<file path="config.mk">
export PLATFORM = sky130hd
export DESIGN_NAME = multi_debounce
export DESIGN_NICKNAME = d
export VERILOG_FILES = /design/src/rtl/multi_debounce.sv
export SDC_FILE = /design/constraint.sdc
export NUM_CORES = 1
export LEC_CHECK = 0
export BUFFER_PORTS_ARGS = -buffer_cell sky130_fd_sc_hd__buf_2
export CAP_MARGIN = 10
export CORE_MARGIN = 4
export CORE_UTILIZATION = 50
export DETAILED_ROUTE_END_ITERATION = 10
export GPL_ROUTABILITY_DRIVEN = 1
export HOLD_SLACK_MARGIN = 0.12
export PLACE_DENSITY = 0.69
export SYNTH_ARGS = -nofsm -noshare
export SYNTH_HDL_FRONTEND = slang
export SYNTH_SLANG_ARGS = --single-unit
</file>
<file path="constraint.sdc">
create_clock -name clk -period 2.5 [get_ports clk]
set_input_delay 0.375 -clock clk [delete_from_list [all_inputs] [get_ports clk]]
set_output_delay 0.375 -clock clk [all_outputs]
set_load 0.01 [all_outputs]
</file>
<file path="src/rtl/multi_debounce.sv">
// Multi-channel push-button debouncer with edge pulses and optional long-press detection.
// Long-press detection is built only when MULTI_DEBOUNCE_LONG_PRESS_EN is defined.
module multi_debounce #(
    parameter int N_CH  = 4,
    parameter int CNT_W = 16,
    parameter int LP_W  = 24
) (
    input  logic            clk,
    input  logic            rst,
    input  logic [N_CH-1:0] pb,
    output logic [N_CH-1:0] pb_state,
    output logic [N_CH-1:0] pb_rise,
    output logic [N_CH-1:0] pb_fall,
    output logic [N_CH-1:0] pb_long
);

    localparam logic [CNT_W-1:0] CNT_MAX = {CNT_W{1'b1}};
    localparam logic [CNT_W-1:0] CNT_ONE = {{(CNT_W-1){1'b0}}, 1'b1};

    // Out-of-range parameter sets elaborate nothing extra; the block only documents the legal space.
    if (N_CH < 1 || N_CH > 32 || CNT_W < 2 || CNT_W > 24 || LP_W < 2 || LP_W > 28) begin : g_params_out_of_range
    end

    for (genvar i = 0; i < N_CH; i++) begin : g_ch
        logic             sync0;
        logic             sync1;
        logic             state;
        logic             rise;
        logic             fall;
        logic [CNT_W-1:0] cnt;

        // The counter only advances while the synchronised input disagrees with the debounced
        // level, so any sample agreeing with pb_state (a bounce) restarts the count.
        always_ff @(posedge clk) begin
            if (rst) begin
                sync0 <= 1'b0;
                sync1 <= 1'b0;
                state <= 1'b0;
                rise  <= 1'b0;
                fall  <= 1'b0;
                cnt   <= '0;
            end else begin
                sync0 <= pb[i];
                sync1 <= sync0;
                rise  <= 1'b0;
                fall  <= 1'b0;
                if (sync1 == state) begin
                    cnt <= '0;
                end else if (cnt == CNT_MAX) begin
                    cnt   <= '0;
                    state <= ~state;
                    rise  <= ~state;
                    fall  <= state;
                end else begin
                    cnt <= cnt + CNT_ONE;
                end
            end
        end

        assign pb_state[i] = state;
        assign pb_rise[i]  = rise;
        assign pb_fall[i]  = fall;

`ifdef MULTI_DEBOUNCE_LONG_PRESS_EN
        localparam logic [LP_W-1:0] LP_MAX = {LP_W{1'b1}};
        localparam logic [LP_W-1:0] LP_PRE = {{(LP_W-1){1'b1}}, 1'b0};
        localparam logic [LP_W-1:0] LP_ONE = {{(LP_W-1){1'b0}}, 1'b1};

        logic [LP_W-1:0] lp_cnt;
        logic            lng;

        // Saturating at LP_MAX keeps the pulse to one per press.
        always_ff @(posedge clk) begin
            if (rst) begin
                lp_cnt <= '0;
                lng    <= 1'b0;
            end else begin
                lng <= 1'b0;
                if (!state) begin
                    lp_cnt <= '0;
                end else if (lp_cnt != LP_MAX) begin
                    lp_cnt <= lp_cnt + LP_ONE;
                    lng    <= (lp_cnt == LP_PRE);
                end
            end
        end

        assign pb_long[i] = lng;
`else
        assign pb_long[i] = 1'b0;
`endif
    end

endmodule
</file>
==> results_tabular.tex <==
\begin{tabular}{lr}
\hline
Metric & Value \\
\hline
\multicolumn{2}{l}{\textbf{Status}} \\
\quad Status & complete, no violations \\
\multicolumn{2}{l}{\textbf{Logic synthesis}} \\
\quad Gate count of the mapped netlist & 396 \\
\quad Mapped Area & $\sim$0.0036 mm² \\
\quad Sequential element share of the synthesized area & 0.473 \\
\quad Commonest cells in the synthesized netlist & dfxtp\_1, nor2\_1, xnor2\_1 \\
\quad Async S/R FF share, synth & 0 \\
\quad Count of cell types in the netlist & 39 \\
\quad Cell accounting for the most synthesized area & dfxtp\_1 \\
\quad Number of enable flip-flop cells after synthesis & 0 \\
\quad Main area contributors after synthesis & dfxtp\_1, xnor2\_1, nor2\_1, buf\_4, nand3\_1 \\
\quad Synthesis-stage register bit count & 84 \\
\quad Post-synthesis area per instance & approximately 9.0 µm² \\
\quad Fraction of post-synthesis cell area in the top cell type by area & 0.473 \\
\quad Most used flip-flop cell after synthesis & dfxtp\_1 \\
\quad Most common cell in the netlist & dfxtp\_1 \\
\quad Warnings from Yosys & 0 \\
\multicolumn{2}{l}{\textbf{Global routing}} \\
\quad Via count of the first global-routing pass & 2484 \\
\quad Aggregate global routing overflow & 0 \\
\quad Routing layer with the top usage in global route & met2 \\
\quad Initial antenna violation count & 0 \\
\quad Global-route wire length before repair & $\sim$11000 µm \\
\quad Met2 usage in global routing & 0.245 \\
\quad Pin count of the biggest net entering global routing & 23 \\
\quad GRT met3 Usage & 0.0268 \\
\quad Met1 Usage GRT & 0.189 \\
\quad Tot GR Track Use & 0.150 \\
\multicolumn{2}{l}{\textbf{Routing}} \\
\quad Wirelength, routed & around 5600 µm \\
\quad Post-detailed-route wirelength per cell & roughly 11 µm \\
\quad Via density & 4.95 \\
\quad First-pass iteration count of the detailed router & 4 \\
\quad Starting DRC count in detailed routing & 60 \\
\quad DRT antenna net count & 0 \\
\quad DR vias & roughly 2500 \\
\quad Number of design rule violations left after detail routing & 0 \\
\multicolumn{2}{l}{\textbf{Die}} \\
\quad Die footprint & roughly 0.0085 mm² \\
\quad Die extent in y & just over 90 µm \\
\quad IO Count & 22 \\
\quad Core region area & slightly below 0.007 mm² \\
\quad Width of the die & between 90 and 100 µm \\
\quad Number of core rows & 30 \\
\quad Initial core utilization & 0.520 \\
\multicolumn{2}{l}{\textbf{Final layout}} \\
\quad Layout fillers & about 660 \\
\quad N\_diodes & 0 \\
\quad Total Nets Final & roughly 420 \\
\quad Sequential cell area & roughly 0.0017 mm² \\
\quad Final standard cell utilization of the core & 0.555 \\
\quad Share of cells above drive strength 1 & 0.100 \\
\quad Non-Filler Cell Area, Final & 0.00379 mm² \\
\quad Growth of design area from synthesis to finish & 6.69\% \\
\quad Combined area of the multi-input logic cells & between 0.0015 and 0.002 mm² \\
\multicolumn{2}{l}{\textbf{Clock network}} \\
\quad Cells resized by post-CTS repair & 0 \\
\quad Total CTS buffers & 9 \\
\quad Number of levels the H-tree was split into & 3 \\
\quad Clock net sink count & 84 \\
\quad Clock latency at the later pin of the worst-skew pair & $\sim$0.35 ns \\
\quad Buffers inserted by post-CTS timing repair & 0 \\
\quad CTS tree & yes \\
\quad CTS Buffer Depth & 2 \\
\quad Quantity of hold-fixing buffers added after cts & 0 \\
\quad Clk pin slew, worst setup/hold paths & 0.09 ns \\
\quad Buffer cell driving the clock tree root & clkbuf\_8 \\
\multicolumn{2}{l}{\textbf{Power and ir drop}} \\
\quad Final Total Pwr & roughly 2.2 mW \\
\quad Static leakage & $\sim$1.2 nW \\
\quad VDD IR-drop max & $\sim$0.21 mV \\
\quad Total power density per cell area & between 500 and 600 mW/mm² \\
\multicolumn{2}{l}{\textbf{Placement}} \\
\quad Final weighted congestion of routability-driven global placement & 0.787 \\
\quad Detailed placement HPWL & about 4000 µm \\
\quad \# port buffers & 17 \\
\quad Placed cell area & approximately 0.0036 mm² \\
\multicolumn{2}{l}{\textbf{Critical path}} \\
\quad Beginning of the worst register-to-register path & g\_ch[0].cnt[0] \\
\quad Endpoint kind of the worst setup timing path & register \\
\quad Critical path fanouts, max & 15 \\
\quad Data arrival time at the worst-slack endpoint & 2.31 ns \\
\quad Worst Setup SP & g\_ch[0].cnt[0] \\
\quad WS Path Type & reg2reg \\
\quad Data required time at the worst endpoint & 2.71 ns \\
\quad Kind of start point of the critical path & register \\
\multicolumn{2}{l}{\textbf{Timing}} \\
\quad Setup repair after global routing missed its margin & false \\
\quad Slew margin rel. & 0.633 \\
\quad Minimum clock period & 2.09 ns \\
\quad Final Max Tran Viols & 0 \\
\quad Count of final hold-check violations & 0 \\
\quad Max Clock Skew & approximately 0.011 ns \\
\quad Crit share post-route & 0.838 \\
\quad Setup violations, final & 0 \\
\quad Final setup TNS & 0 ns \\
\quad Slew at the pin closest to its max-slew limit & 0.550 ns \\
\quad Highest Clock Rate & 478 MHz \\
\multicolumn{2}{l}{\textbf{Flow run}} \\
\quad Number of max-cap violations & 0 \\
\multicolumn{2}{l}{\textbf{Hold path}} \\
\quad Hold path start & pb[0] \\
\quad Hold Path Class & in2reg \\
\hline
\end{tabular}
critical path, cell delays in order, from the launching register on:
cell and delay, ns:
dfxtp_1 0.37, ha_1 0.20, nand3_1 0.24, nor4_2 0.52, nand2b_1 0.52, nor2_1 0.11
cell families (layout without fill, tap and decap cells):
group / after synthesis / in the layout / share of synthesized area
AOI/OAI and AO/OA: 12 / 12 / 0.0225
xor gates and xnor gates: 57 / 57 / 0.140
adders and majority gates: 4 / 4 / 0.0141
buffers and inverters: 39 / 49 / 0.0591
DFF: 84 / 84 / 0.473
muxes: 2 / 2 / 0.00563
other: 1 / 4 / 0.00105
and+or+nand+nor: 197 / 197 / 0.284
state kept, by name, summed over array words and instances, names as in the netlist:
register / count
g_ch.cnt: 64
g_ch.sync0: 4
g_ch.sync1: 4
g_ch.fall: 4
g_ch.rise: 4
g_ch.state: 4
stage by stage:
| stage | hold WS [ns] | instances | setup WS, ns |
|---|---|---|---|
| after floorplan | 0.414 | 399 | 0.737 |
| after global placement | 0.422 | 490 | 0.488 |
| after detailed placement | 0.445 | 490 | 0.379 |
| after CTS | 0.226 | 505 | 0.357 |
| after global routing | 0.256 | 505 | 0.166 |
| final | 0.241 | 505 | 0.406 |
worst paths after layout:
check | cells after the start | endpoint | slack, ns
worst max-delay path | 5 | g_ch[0].cnt[8] | 0.41
worst min-delay path | 2 | g_ch[0].sync0 | 0.24
worst max register to register | 5 | g_ch[0].cnt[8] | 0.41
worst min register to register | 1 | g_ch[2].sync1 | 0.46
placed cells by master (no fill, tap or decap), drive strengths merged, types with 3 or more instances in the layout:
| cell | count |
|---|---|
| dfxtp | 84 |
| nand2 | 16 |
| clkinv | 3 |
| or3 | 3 |
| buf | 17 |
| and4 | 3 |
| nor2 | 77 |
| nor4 | 12 |
| inv | 17 |
| and3 | 4 |
| nor2b | 9 |
| o21ai | 5 |
| nor3 | 20 |
| conb | 4 |
| clkbuf | 11 |
| nand4 | 16 |
| xnor2 | 49 |
| xor2 | 8 |
| ha | 4 |
| a31o | 3 |
| nand3 | 23 |
| nand2b | 6 |
layout make-up:
type | count | area share
clock buffer | 11 | 0.0373
tap | 96 | 0.0317
multi-input combinational | 276 | 0.441
clock inverter | 4 | 0.00693
timing repair buffer | 17 | 0.0224
sequential | 84 | 0.443
inverter | 17 | 0.0168
layer usage:
| layer | up-vias | wire, µm | part of all wire |
|---|---|---|---|
| met5 | - | 0 | 0 |
| met4 | 0 | 132 | 0.023 |
| met3 | 11 | 143 | 0.025 |
| met2 | 29 | 2530 | 0.45 |
| met1 | 1137 | 2820 | 0.50 |
| li1 | 1325 | - | - |
power breakdown:
part | total, mW | internal [mW] | switching (mW)
logic | 0.0315 | 0.0112 | 0.0204
registers | 1.35 | 1.34 | 0.00495
clock network | 0.836 | 0.381 | 0.455
total | 2.22 | 1.74 | 0.480
Power figures use the tool's default switching activity.
